## config.mk

```make
export PLATFORM = sky130hd
export DESIGN_NAME = dtp_tree_walker_flat
export DESIGN_NICKNAME = d
export VERILOG_FILES = /design/src/rtl/dtp_tree_walker_if.sv /design/src/rtl/dtp_tree_walker.sv /design/src/flat_wrapper.sv
export SDC_FILE = /design/constraint.sdc
export NUM_CORES = 1
export LEC_CHECK = 0
export ABC_AREA = 1
export CORE_AREA = 5 5 104 106
export CTS_CLUSTER_SIZE = 25
export DETAILED_ROUTE_END_ITERATION = 12
export DIE_AREA = 0 0 109 111
export GPL_TIMING_DRIVEN = 0
export PLACE_DENSITY = 0.82
export SYNTH_ARGS = -nofsm -noshare
export SYNTH_HDL_FRONTEND = slang
export SYNTH_SLANG_ARGS = --single-unit
export TNS_END_PERCENT = 20
```

## constraint.sdc

```tcl
create_clock -name clk -period 1.75 [get_ports clk]
set_clock_uncertainty 0.2 [all_clocks]
set_input_delay 0.35 -clock clk [delete_from_list [all_inputs] [get_ports clk]]
set_output_delay 0.35 -clock clk [all_outputs]
set_load 0.02 [all_outputs]
```

## src/rtl/dtp_tree_walker_if.sv

```systemverilog
// Handshake, tree-BRAM and feature-memory signals of the decision-tree walker.
interface dtp_tree_walker_if #(
  parameter int AW = 14,
  parameter int FW = 6
);
  logic          start;
  logic [AW-1:0] root_addr;
  logic          busy;
  logic          done;
  logic          err;
  logic [15:0]   result;
  logic          bram_en;
  logic [AW-1:0] bram_addr;
  logic [31:0]   bram_dout;
  logic          feat_en;
  logic [FW-1:0] feat_addr;
  logic [31:0]   feat_data;

  modport master (
    output start, root_addr, bram_dout, feat_data,
    input  busy, done, err, result, bram_en, bram_addr, feat_en, feat_addr
  );

  modport slave (
    input  start, root_addr, bram_dout, feat_data,
    output busy, done, err, result, bram_en, bram_addr, feat_en, feat_addr
  );
endinterface

```

## src/rtl/dtp_tree_walker.sv

```systemverilog
// Walks a binary decision tree stored as {header, threshold} word pairs in BRAM
// and returns the class of the leaf reached, aborting after MAX_DEPTH internal nodes.
module dtp_tree_walker #(
  parameter int DTP_BRAM_AWIDTH = 14,
  parameter int FEAT_AWIDTH     = 6,
  parameter int MAX_DEPTH       = 32
) (
  input logic               clk,
  input logic               rst_n,
  dtp_tree_walker_if.slave  bus
);
  localparam int DW = $clog2(MAX_DEPTH + 1);
  localparam logic [DW-1:0] DEPTH_MAX = DW'(MAX_DEPTH);

  typedef enum logic [2:0] {IDLE, RD_HDR, WT_HDR, RD_THR, CMP, FIN} state_t;

  state_t                     state_q, state_d;
  logic [DTP_BRAM_AWIDTH-1:0] cur_addr_q, cur_addr_d;
  logic [DW-1:0]              depth_q, depth_d;
  logic [31:0]                hdr_q, hdr_d;
  logic [15:0]                result_q, result_d;
  logic                       err_q, err_d;

  always_ff @(posedge clk or negedge rst_n) begin
    if (!rst_n) begin
      state_q    <= IDLE;
      cur_addr_q <= '0;
      depth_q    <= '0;
      hdr_q      <= '0;
      result_q   <= '0;
      err_q      <= 1'b0;
    end else begin
      state_q    <= state_d;
      cur_addr_q <= cur_addr_d;
      depth_q    <= depth_d;
      hdr_q      <= hdr_d;
      result_q   <= result_d;
      err_q      <= err_d;
    end
  end

  always_comb begin
    state_d       = state_q;
    cur_addr_d    = cur_addr_q;
    depth_d       = depth_q;
    hdr_d         = hdr_q;
    result_d      = result_q;
    err_d         = err_q;
    bus.bram_en   = 1'b0;
    bus.bram_addr = cur_addr_q;
    bus.feat_en   = 1'b0;
    bus.feat_addr = FEAT_AWIDTH'(hdr_q[29:24]);
    bus.busy      = (state_q != IDLE);
    bus.done      = (state_q == FIN);
    bus.err       = err_q;
    bus.result    = result_q;

    case (state_q)
      IDLE: begin
        if (bus.start) begin
          cur_addr_d = bus.root_addr;
          depth_d    = '0;
          state_d    = RD_HDR;
        end
      end
      RD_HDR: begin
        bus.bram_en = 1'b1;
        state_d     = WT_HDR;
      end
      WT_HDR: begin
        hdr_d = bus.bram_dout;
        if (bus.bram_dout[31]) begin
          result_d = bus.bram_dout[15:0];
          err_d    = 1'b0;
          state_d  = FIN;
        end else if (depth_q == DEPTH_MAX) begin
          result_d = 16'hFFFF;
          err_d    = 1'b1;
          state_d  = FIN;
        end else begin
          state_d = RD_THR;
        end
      end
      RD_THR: begin
        bus.bram_en   = 1'b1;
        bus.bram_addr = cur_addr_q + DTP_BRAM_AWIDTH'(1);
        bus.feat_en   = 1'b1;
        state_d       = CMP;
      end
      CMP: begin
        // threshold arrived in bram_dout, feature in feat_data; equality goes right
        if ($signed(bus.feat_data) < $signed(bus.bram_dout))
          cur_addr_d = cur_addr_q + DTP_BRAM_AWIDTH'(2);
        else
          cur_addr_d = DTP_BRAM_AWIDTH'(hdr_q[13:0]);
        if (depth_q != DEPTH_MAX) depth_d = depth_q + DW'(1);
        state_d = RD_HDR;
      end
      FIN:     state_d = IDLE;
      default: state_d = IDLE;
    endcase
  end
endmodule

```

## src/flat_wrapper.sv

```systemverilog
// flat-port wrapper written by rule: the top's interface ports become plain ports
module dtp_tree_walker_flat 
#(
  parameter int DTP_BRAM_AWIDTH = 14,
  parameter int FEAT_AWIDTH     = 6,
  parameter int MAX_DEPTH       = 32
)
  (clk, rst_n, bus_start, bus_root_addr, bus_bram_dout, bus_feat_data, bus_busy, bus_done, bus_err, bus_result, bus_bram_en, bus_bram_addr, bus_feat_en, bus_feat_addr);
  dtp_tree_walker_if #(.AW(14), .FW(6)) bus_i ();
  input logic clk;
  input logic rst_n;
  input wire logic [$bits(bus_i.start)-1:0] bus_start;
  input wire logic [$bits(bus_i.root_addr)-1:0] bus_root_addr;
  input wire logic [$bits(bus_i.bram_dout)-1:0] bus_bram_dout;
  input wire logic [$bits(bus_i.feat_data)-1:0] bus_feat_data;
  output wire logic [$bits(bus_i.busy)-1:0] bus_busy;
  output wire logic [$bits(bus_i.done)-1:0] bus_done;
  output wire logic [$bits(bus_i.err)-1:0] bus_err;
  output wire logic [$bits(bus_i.result)-1:0] bus_result;
  output wire logic [$bits(bus_i.bram_en)-1:0] bus_bram_en;
  output wire logic [$bits(bus_i.bram_addr)-1:0] bus_bram_addr;
  output wire logic [$bits(bus_i.feat_en)-1:0] bus_feat_en;
  output wire logic [$bits(bus_i.feat_addr)-1:0] bus_feat_addr;
  assign bus_i.start = bus_start;
  assign bus_i.root_addr = bus_root_addr;
  assign bus_i.bram_dout = bus_bram_dout;
  assign bus_i.feat_data = bus_feat_data;
  assign bus_busy = bus_i.busy;
  assign bus_done = bus_i.done;
  assign bus_err = bus_i.err;
  assign bus_result = bus_i.result;
  assign bus_bram_en = bus_i.bram_en;
  assign bus_bram_addr = bus_i.bram_addr;
  assign bus_feat_en = bus_i.feat_en;
  assign bus_feat_addr = bus_i.feat_addr;
  dtp_tree_walker #(.DTP_BRAM_AWIDTH(DTP_BRAM_AWIDTH), .FEAT_AWIDTH(FEAT_AWIDTH), .MAX_DEPTH(MAX_DEPTH)) u_core (.clk(clk), .rst_n(rst_n), .bus(bus_i));
endmodule
```

==> reports/qor.csv, run 1 <==
stage,metric,value,unit
finish,Reg area,1504,um^2
drt,1st-pass router iterations,7,
drt,Routed WL,16890,um
timing,Setup TNS,-18.37,ns
synth,Syn Nets,662,
drt,vias,4885,
timing,Max-slew headroom,0.4447,
cts,CTS Sinks,60,
cts,H-tree levels,3,
synth,synth top area cells,"dfrtp_1, ha_1, inv_1",
synth,number of synthesized flops with an enable pin,0,
finish,Layout Cells excl Fill,876,
timing,setup ws final,-0.7407,ns
global_route,largest net degree at the start of global routing,34,
synth,mux cell area share after synthesis,0.002466,
placed_design,pre-CTS setup slack,-1.118,ns
synth,top-count cell post-synth,inv_1,
floorplan,die span in x,109,um
power_and_ir_drop,Cell Int Power,0.005316,W
placed_design,GPL Wtd Cong,0.9145,
cts,CTS tree,yes,
timing,Max Fclk,0.4015,GHz
synth,commonest cells in the netlist,"inv_1, nand2_1, dfrtp_1",
power_and_ir_drop,PwrDens,1460,nW/um^2
global_route,GRT Total Usage,0.2632,
cts,root buffer cell,clkbuf_8,
timing,fin crit share,1.423,
synth,Mapped Area,4059,um^2
cts,CTS Buffer Depth,2,
floorplan,I/O pin count,122,
floorplan,area of the core,9684,um^2
critical_path,CP Data Arrival Time,1.94,ns
drt,DRC Markers,0,
synth,XOR/XNOR Fraction of Synth Area,0.02805,
synth,post-synthesis sequential area ratio,0.3699,
synth,Synth cell types,30,
synth,share of flip-flops with an asynchronous set or reset,1.000,
critical_path,crit-path max FO,3,
floorplan,site row count,36,
drt,vias per inst,5.576,
timing,worst slew pin tran,0.8330,ns
finish,layout cells sized above 1,0.4205,
cts,worst skew pair latency,0.35,ns
synth,Yosys top cell area share,0.3699,
critical_path,Critical Path RT,1.20,ns
drt,ANT nets after route,0,
power_and_ir_drop,Clock power frac,0.141,
critical_path,Setup crit start kind,register,
timing,Tmin final,2.491,ns
power_and_ir_drop,Leakage,3.296,nW
global_route,vias in the first global route,5086,
power_and_ir_drop,Psw,0.004736,W
synth,Synth Area in Simple Gates,0.2170,
placed_design,port bufs,121,
synth,Synth area leader,dfrtp_1,
placed_design,post-DP HPWL,9723,um
worst_hold_path,HP Class,in -> reg,
floorplan,chip height,111,um
global_route,first-pass GRT wire length,25170,um
timing,final hold viol count,0,
critical_path,crit path kind,reg -> out,
power_and_ir_drop,Worst VDD drop,0.0009075,V
synth,adder-cell share of the synthesized area,0.1079,
synth,post-synthesis register bit count,60,
timing,Slew Limit Fails,0,
power_and_ir_drop,Sw Ratio,0.4712,
timing,final setup violation count,57,
floorplan,die area,12100,um^2
finish,Area Growth Syn to Fin,69.67,%
synth,largest family of logic cells by synthesized area,simple AND/OR/NAND/NOR gates,
power_and_ir_drop,Combinational Power Share,0.613,
finish,final net count,854,
global_route,remaining global-route overflow,0,
finish,Filler cells,648,
timing,RSZ-0062 raised after global routing,true,
drt,DR WL/cell,19.28,um
cts,Clock Pin Slew Worst Setup and Hold Paths,0.08,ns
synth,Synth Area in Compound Gates,0.1489,
synth,Synth Instances,546,
synth,Ys Warns,0,
drt,initial drt markers,471,
synth,Main synth FF type,dfrtp_1,
outcome,status,finished with violations,
job,maxcap violations,0,
power_and_ir_drop,sequential power share,0.246,
global_route,initial antenna violation count,1,
critical_path,crit end category,output port,
synth,average size of a mapped cell,7.434,um^2
cts,total CTS buffers,9,
placed_design,DP Cell Count,801,
floorplan,Initial Util,0.4191,
finish,multi-input logic area,2893,um^2
outcome,failing checks,setup timing,
per-stage QoR:
| stage | hold WS, ns | area (um^2) | utilization | total power, W |
|---|---|---|---|---|
| 6_report | 0.04910 | 6887 | 0.7111 | 0.01005 |
| 5_1_grt | 0.06519 | 6887 | 0.7111 | 0.01060 |
| 4_1_cts | 0.04103 | 6628 | 0.6844 | 0.009242 |
| 3_5_place_dp | 0.2782 | 5520 | 0.5700 | 0.007263 |
| 3_3_place_gp | 0.2727 | 5505 | 0.5685 | 0.007091 |
| 2_1_floorplan | -0.1456 | 4128 | - | 0.005331 |
state kept, by name, indices dropped and copies added, names as in the netlist:
signal,count
u_core.depth_q,6
u_core.bus.err,1
u_core.state_q,3
u_core.cur_addr_q,14
u_core.bus.result,16
u_core.hdr_q,20
area by class of cell:
cell class	instances	area share
diodes	1	0.0003634
plain buffers	20	0.02289
clock buffers	9	0.01799
clock inverters	6	0.01308
inverters	107	0.05941
multi-input cells	362	0.4201
flip-flops and latches	60	0.2184
well taps	133	0.02416
repair buffers	178	0.2237
cell usage in the layout, fill, tap and decap left out, types with 22 or more instances in the layout:
| cell | n |
|---|---|
| ha_4 | 24 |
| o21ai_0 | 35 |
| dlygate4sd2_1 | 36 |
| nand2_2 | 22 |
| inv_2 | 31 |
| inv_1 | 73 |
| dfrtp_1 | 58 |
| a21oi_1 | 44 |
| nand2_1 | 74 |
| nand3_1 | 34 |
| buf_2 | 27 |
| buf_4 | 69 |
cells by family (layout without fill, tap and decap cells):
logic type	count (synthesis)	after routing
buf+inv	127	320
simple gates	195	198
other cells	0	1
fa+ha+maj	35	35
flops	60	60
mux	1	1
xor+xnor	13	13
compound gates	115	115
layer usage:
metal	part of all wire	global-route usage	vias to the layer above	routed length, um
li1	-	-	2129	-
met3	0.074	0.05242	89	1249
met2	0.51	0.4562	307	8627
met4	0.054	0.1296	0	911
met5	0	0	-	0
met1	0.36	0.3030	2360	6102
critical path: stages (launching register included):
cell	delay [ns]
dfrtp_1	0.43
nor2_4	0.14
inv_2	0.06
nor2_4	0.12
inv_4	0.06
nor2_4	0.12
nand2_2	0.09
nor2_4	0.16
buf_6	0.13
xor2_2	0.14
buf_6	0.14
final timing paths:
kind / start / endpoint / slack, ns / cells past startpoint
worst max-delay path: u_core.state_q[2] / bus_bram_addr[6] / -0.74 / 10
worst min-delay path: bus_bram_dout[5] / u_core.hdr_q[5] / 0.05 / 3
worst max register to register: u_core.state_q[0] / u_core.depth_q[5] / -0.51 / 10
worst min register to register: u_core.hdr_q[26] / u_core.hdr_q[26] / 0.30 / 2
max in group asynchronous: rst_n / u_core.depth_q[1] / 0.25 / 3
min in group asynchronous: rst_n / u_core.cur_addr_q[11] / 0.45 / 2
power by group through the flow:
stage / Sequential [W] / Clock [W] / Combinational [W]
after floorplan: 0.00259 / 0 / 0.00274
after detailed placement: 0.00244 / 0 / 0.00483
after global routing: 0.00253 / 0.00147 / 0.00660
final: 0.00248 / 0.00141 / 0.00616
after CTS: 0.00243 / 0.00139 / 0.00542
after global placement: 0.00241 / 0 / 0.00468
repair_timing:
item                                    in CTS  in global routing
gates resized for setup                    431                 60
hold endpoints to repair                    32                  0
hold buffers                                 1                  0
pin swaps                                  111                 23
setup buffers                               48                  9
cloned                                       3                  0
endpoints found under the setup margin      91                 70
No activity file was read; power rests on OpenSTA's default activity.
==> inputs of run 2 (changes only) <==
ABC_AREA = not set   (was 1)
CORE_AREA = 5 5 102 104   (was 5 5 104 106)
DIE_AREA = 0 0 107 109   (was 0 0 109 111)
PLACE_DENSITY = 0.83   (was 0.82)
==> reports/qor.csv, run 2 <==
stage,metric,value,unit,change
global_route,GRT Total Usage,0.2226,,was 0.2632
critical_path,crit-path max FO,10,,was 3
timing,fin crit share,1.404,,was 1.423
cts,root buffer cell,clkbuf_8,,unchanged
synth,Syn Nets,519,,was 662
global_route,initial antenna violation count,0,,was 1
drt,DRC Markers,0,,unchanged
timing,final hold viol count,0,,unchanged
timing,Max-slew headroom,0.4272,,was 0.4447
drt,vias per inst,5.566,,was 5.576
global_route,first-pass GRT wire length,20260,um,was 25170 um
critical_path,RR Startpoint,u_core.state_q[2],,was u_core.state_q[0]
global_route,largest net degree at the start of global routing,43,,was 34
floorplan,Initial Util,0.4106,,was 0.4191
synth,Yosys top cell area share,0.3866,,was 0.3699
timing,final setup violation count,74,,was 57
synth,Main synth FF type,dfrtp_1,,unchanged
critical_path,CP Data Arrival Time,2.46,ns,was 1.94 ns
critical_path,Worst Reg-to-Reg Cells,8,,was 10
synth,Ys Warns,0,,unchanged
synth,Synth Instances,403,,was 546
critical_path,reg2reg end,u_core.cur_addr_q[12],,was u_core.depth_q[5]
floorplan,site row count,36,,unchanged
cts,total CTS buffers,9,,unchanged
power_and_ir_drop,PwrDens,1484,nW/um^2,was 1460 nW/um^2
cts,CTS Sinks,60,,unchanged
floorplan,area of the core,9459,um^2,was 9684 um^2
worst_hold_path,hold depth,2,,was 3
timing,Tmin final,2.458,ns,was 2.491 ns
floorplan,die span in x,107,um,was 109 um
drt,Routed WL,13600,um,was 16890 um
finish,Area Growth Syn to Fin,73.49,%,was 69.67%
cts,H-tree levels,3,,unchanged
outcome,failing checks,setup timing,,unchanged
finish,max reg flops,20,,unchanged
finish,"commonest non-fill, non-tap cells in the layout","buf_4, dfrtp_1, buf_2, nand2_1, buf_6",,"was nand2_1, inv_1, buf_4, dfrtp_1, a21oi_1"
synth,number of synthesized flops with an enable pin,0,,unchanged
floorplan,chip height,109,um,was 111 um
finish,"most common cell after layout, fill and taps aside",buf_4,,was nand2_1
cts,Clock Pin Slew Worst Setup and Hold Paths,0.08,ns,about the same
finish,n_diodes,0,,was 1
synth,Mapped Area,3884,um^2,was 4059 um^2
drt,vias,3935,,was 4885
placed_design,GPL Wtd Cong,0.8969,,was 0.9145
timing,setup ws final,-0.7076,ns,was -0.7407 ns
placed_design,port bufs,121,,unchanged
drt,initial drt markers,196,,was 471
power_and_ir_drop,Leakage,2.920,nW,was 3.296 nW
outcome,status,finished with violations,,unchanged
synth,commonest cells in the netlist,"dfrtp_1, nand2_1, inv_1",,"was inv_1, nand2_1, dfrtp_1"
critical_path,crit path kind,reg -> reg,,was reg -> out
finish,"Most flops, register",u_core.hdr_q,,unchanged
worst_hold_path,HP Class,in -> reg,,unchanged
floorplan,die area,11660,um^2,was 12100 um^2
drt,ANT nets after route,0,,unchanged
cts,CTS tree,yes,,unchanged
synth,Synth area leader,dfrtp_1,,unchanged
cts,CTS Buffer Depth,2,,unchanged
finish,final net count,705,,was 854
placed_design,post-DP HPWL,8705,um,was 9723 um
timing,Slew Limit Fails,0,,unchanged
critical_path,flop2flop setup slack,-0.71,ns,was -0.51 ns
synth,post-synthesis register bit count,60,,unchanged
finish,Post-Route Utilization,0.7123,,was 0.7111
critical_path,crit end category,register,,was output port
synth,top-count cell post-synth,dfrtp_1,,was inv_1
synth,post-synthesis sequential area ratio,0.3866,,was 0.3699
drt,DR WL/cell,19.24,um,was 19.28 um
timing,final hold slack,0.03443,ns,was 0.04910 ns
critical_path,critical path startpoint,u_core.state_q[2],,unchanged
global_route,remaining global-route overflow,0,,unchanged
critical_path,Critical Path RT,1.75,ns,was 1.20 ns
timing,RSZ-0062 raised after global routing,true,,unchanged
job,maxcap violations,0,,unchanged
global_route,vias in the first global route,4100,,was 5086
power_and_ir_drop,Worst VDD drop,0.0008156,V,was 0.0009075 V
timing,worst slew pin tran,0.8592,ns,was 0.8330 ns
cts,worst skew pair latency,0.35,ns,about the same
floorplan,I/O pin count,122,,unchanged
finish,layout cells sized above 1,0.5464,,was 0.4205
critical_path,Setup crit start kind,register,,unchanged
synth,average size of a mapped cell,9.637,um^2,was 7.434 um^2
synth,synth top area cells,"dfrtp_1, ha_1, mux2_2",,"was dfrtp_1, ha_1, inv_1"
timing,Max Fclk,0.4069,GHz,was 0.4015 GHz
synth,share of flip-flops with an asynchronous set or reset,1.000,,unchanged
drt,1st-pass router iterations,5,,was 7
synth,Synth cell types,49,,was 30
critical_path,crit path capture,u_core.cur_addr_q[12],,was bus_bram_addr[6]
[run 2: final cells by class]
| class | instances | area (um^2) |
|---|---|---|
| multi-input cells | 279 | 2997 |
| fillers | 660 | 2721 |
| repair buffers | 178 | 1536 |
| flip-flops and latches | 60 | 1513 |
| plain buffers | 24 | 211.5 |
| inverters | 37 | 161.4 |
| clock buffers | 11 | 151.4 |
| well taps | 114 | 142.6 |
| clock inverters | 4 | 25.02 |
[run 2: critical path, cell delays in order, from the launching register on]
cell and delay [ns]:
dfrtp_2 0.43, buf_4 0.14, buf_6 0.12, inv_1 0.08, or3_1 0.18, clkbuf_1 0.67, nand3_1 0.31, o31ai_4 0.14
a31oi_2 0.05
[run 2: timing repair]
item                                    in CTS  in global routing
buffers inserted                            33                 21
resized for setup                          458                 42
gates cloned                                 1                  0
hold buffers                                 1                  0
endpoints found under the setup margin      99                 75
hold endpoints to repair                    18                  0
pin swaps                                   69                 15
[run 2: cells by family after synthesis]
family | share of synthesized area
simple gates | 0.1514
compound gates | 0.1521
buf+inv | 0.07281
flops | 0.3866
fa+ha+maj | 0.1128
xor+xnor | 0.06089
mux | 0.06347
[run 2: worst min path at each step]
stage	startpoint	end	slack (ns)
6_report	bus_bram_dout[1]	u_core.hdr_q[1]	0.03
5_1_grt	bus_bram_dout[11]	u_core.bus.result[11]	0.03
4_1_cts	bus_bram_dout[24]	u_core.hdr_q[24]	0.03
3_5_place_dp	rst_n	u_core.hdr_q[25]	0.14
3_3_place_gp	u_core.bus.result[12]	u_core.bus.result[12]	0.27
2_1_floorplan	rst_n	u_core.bus.err	-0.15
[run 2: power by group]
part	internal (W)	total, W	leakage (nW)	switching, W
clock	0.000578	0.00115	0.0872	0.000574
sequential	0.00207	0.00271	0.704	0.000642
combinational	0.00309	0.00614	2.13	0.00305
total	0.00573	0.0100	2.92	0.00427
[run 2: metal layers]
metal  GRT usage  share of wire
met3     0.05625          0.068
met2      0.3880           0.53
met4     0.09041          0.022
met5           0              0
met1      0.2628           0.38
[run 2: through the flow]
step                setup TNS, ns  instance area (um^2)  instances  worst slack (ns)  power [W]
detailed placement         -53.46                  5674        639            -1.532   0.007629
CTS                        -18.45                  6456        687           -0.6583   0.009289
floorplan                  -16.26                  4305        403           -0.6156   0.005789
global placement          -154.20                  5659        638            -1.747   0.007453
finish                     -22.86                  6738        707           -0.7076    0.01000
global route               -28.98                  6738        707           -0.7645    0.01050
==> inputs of run 3 (changes only) <==
SKIP_CTS_REPAIR_TIMING = 1   (was not set)
==> reports/qor.csv, run 3 (synthesis gave the netlist of run 2 again) <==
stage,metric,value,unit,change
outcome,status,finished with violations,,unchanged
outcome,failing checks,setup timing,,unchanged
power_and_ir_drop,Cell Int Power,0.005530,W,was 0.005735 W
floorplan,die span in x,107,um,unchanged
timing,final setup violation count,66,,was 74
finish,Filler cells,666,,was 660
critical_path,Setup crit start kind,register,,unchanged
floorplan,site row count,36,,unchanged
worst_hold_path,Hold Crit Start,bus_bram_dout[27],,was bus_bram_dout[1]
finish,Post-Route Utilization,0.7063,,was 0.7123
drt,DRC Markers,0,,unchanged
critical_path,crit end category,output port,,was register
finish,multi-input logic area,2985,um^2,was 2997 um^2
timing,RSZ-0062 raised after global routing,true,,unchanged
floorplan,area of the core,9459,um^2,unchanged
critical_path,RR Startpoint,u_core.state_q[2],,unchanged
worst_hold_path,HP Class,in -> reg,,unchanged
cts,CTS tree,yes,,unchanged
cts,CTS Buffer Depth,2,,unchanged
placed_design,GPL Wtd Cong,0.8969,,unchanged
power_and_ir_drop,Combinational Power Share,0.593,,was 0.614
critical_path,crit path kind,reg -> out,,was reg -> reg
critical_path,Worst Reg-to-Reg Cells,7,,was 8
timing,worst slew pin tran,0.7519,ns,was 0.8592 ns
cts,worst skew pair latency,0.34,ns,was 0.35 ns
drt,ANT nets after route,0,,unchanged
timing,Slew Limit Fails,0,,unchanged
critical_path,WP buf/inv,1,,was 4
power_and_ir_drop,PwrDens,1441,nW/um^2,was 1484 nW/um^2
global_route,remaining global-route overflow,0,,unchanged
critical_path,Critical Path RT,1.20,ns,was 1.75 ns
cts,total CTS buffers,9,,unchanged
job,maxcap violations,0,,unchanged
placed_design,post-DP HPWL,8705,um,unchanged
floorplan,die area,11660,um^2,unchanged
cts,root buffer cell,clkbuf_8,,unchanged
critical_path,reg2reg end,u_core.cur_addr_q[10],,was u_core.cur_addr_q[12]
timing,setup ws final,-0.8185,ns,was -0.7076 ns
global_route,initial antenna violation count,0,,unchanged
worst_hold_path,Worst Hold Path EP,u_core.hdr_q[27],,was u_core.hdr_q[1]
critical_path,"critical path, cell by cell",nand4_1 -> nor2_2 -> and3_4 -> nand3_4 -> nor2_4 -> xor2_4 -> buf_6,,was buf_4 -> buf_6 -> inv_1 -> or3_1 -> clkbuf_1 -> nand3_1 -> o31ai_4 -> a31oi_2
floorplan,chip height,109,um,unchanged
drt,vias,3715,,was 3935
power_and_ir_drop,Clock power frac,0.118,,was 0.115
timing,Tmin final,2.569,ns,was 2.458 ns
finish,n_diodes,0,,unchanged
drt,vias per inst,5.504,,was 5.566
timing,final hold slack,0.04551,ns,was 0.03443 ns
timing,Max-slew headroom,0.4987,,was 0.4272
worst_hold_path,hold depth,2,,unchanged
global_route,vias in the first global route,3587,,was 4100
global_route,largest net degree at the start of global routing,43,,unchanged
critical_path,crit-path max FO,5,,was 10
critical_path,"Largest delay share family, worst path",simple AND/OR/NAND/NOR gates,,was buffers and inverters
placed_design,port bufs,121,,unchanged
power_and_ir_drop,Psw,0.004101,W,was 0.004266 W
power_and_ir_drop,Sw Ratio,0.4258,,was 0.4266
finish,"most common cell after layout, fill and taps aside",dfrtp_1,,was buf_4
drt,1st-pass router iterations,5,,unchanged
floorplan,I/O pin count,122,,unchanged
power_and_ir_drop,Leakage,3.083,nW,was 2.920 nW
critical_path,flop2flop setup slack,-0.52,ns,was -0.71 ns
finish,"commonest non-fill, non-tap cells in the layout","dfrtp_1, buf_4, dlymetal6s2s_1, nand2_1, buf_6",,"was buf_4, dfrtp_1, buf_2, nand2_1, buf_6"
placed_design,pre-CTS setup slack,-1.532,ns,unchanged
finish,Area Growth Syn to Fin,72.04,%,was 73.49%
drt,DR WL/cell,19.04,um,was 19.24 um
drt,Routed WL,12850,um,was 13600 um
finish,layout cells sized above 1,0.4884,,was 0.5464
global_route,first-pass GRT wire length,17330,um,was 20260 um
timing,final hold viol count,0,,unchanged
critical_path,CP max stage delay,0.49,ns,was 0.67 ns
critical_path,CP Data Arrival Time,2.02,ns,was 2.46 ns
power_and_ir_drop,Worst VDD drop,0.0008154,V,was 0.0008156 V
global_route,GRT Total Usage,0.1889,,was 0.2226
finish,max reg flops,20,,unchanged
finish,final net count,673,,was 705
critical_path,Crit-path slowest cell,dfrtp_2,,was clkbuf_1
timing,fin crit share,1.468,,was 1.404
placed_design,area post-placement,5674,um^2,unchanged
finish,Reg area,1510,um^2,was 1513 um^2
cts,Clock Pin Slew Worst Setup and Hold Paths,0.07,ns,was 0.08 ns
finish,Final Cell Area,6681,um^2,was 6738 um^2
critical_path,Worst path depth,7,,was 8
timing,Max Fclk,0.3893,GHz,was 0.4069 GHz
cts,CTS Sinks,60,,unchanged
floorplan,Initial Util,0.4106,,unchanged
finish,"Most flops, register",u_core.hdr_q,,unchanged
power_and_ir_drop,sequential power share,0.289,,was 0.271
cts,H-tree levels,3,,unchanged
drt,initial drt markers,218,,was 196
run 3: cell count changes in the layout (fill, tap and decap cells not counted), sizes merged:
cell / delta
buf: -66
dlymetal6s2s: +42
clkbuf: +23
dlygate4sd2: -21
clkdlybuf4s15: -10
run 3: final cells by class:
type,instances,share of cell area
multi-input cells,279,0.4468
flip-flops and latches,60,0.2260
repair buffers,145,0.2236
plain buffers,25,0.03015
inverters,37,0.02566
clock buffers,11,0.02266
well taps,114,0.02135
clock inverters,4,0.003745
run 3: routing by layer:
layer,GRT usage,wire length [um],share of wire
met3,0.04618,845,0.066
met5,0,0,0
met4,0.06667,298,0.023
met2,0.3264,6783,0.53
met1,0.2307,4924,0.38
run 3: through the flow:
step | cells | TNS, ns | total power, W
2_1_floorplan | 403 | -16.26 | 0.005789
3_3_place_gp | 638 | -154.20 | 0.007453
3_5_place_dp | 639 | -53.46 | 0.007629
4_1_cts | 654 | -56.82 | 0.008780
5_1_grt | 675 | -29.42 | 0.01017
6_report | 675 | -23.20 | 0.009631
run 3: worst register-to-register path: stages (launching register included):
cell and delay, ns:
dfrtp_2 0.45, buf_4 0.16, inv_1 0.09, or3_1 0.18
clkbuf_1 0.59, nand3_1 0.29, o31ai_4 0.13, a31oi_2 0.05
run 3: power by group through the flow:
stage	Sequential [W]	Clock [W]	Combinational, W
after global routing	0.00287	0.00121	0.00609
after CTS	0.00264	0.00115	0.00498
after global placement	0.00263	0	0.00483
after floorplan	0.00276	0	0.00303
after detailed placement	0.00266	0	0.00496
final	0.00278	0.00114	0.00571
run 3: how the worst max path moves through the flow:
stage | startpoint | endpoint | slack, ns
3_3_place_gp | rst_n | u_core.bus.err | -1.75
5_1_grt | u_core.cur_addr_q[6] | bus_bram_addr[13] | -0.92
2_1_floorplan | bus_bram_dout[31] | u_core.cur_addr_q[2] | -0.62
6_report | u_core.cur_addr_q[8] | bus_bram_addr[13] | -0.82
3_5_place_dp | bus_bram_dout[31] | u_core.cur_addr_q[11] | -1.53
4_1_cts | u_core.cur_addr_q[8] | bus_bram_addr[13] | -1.51
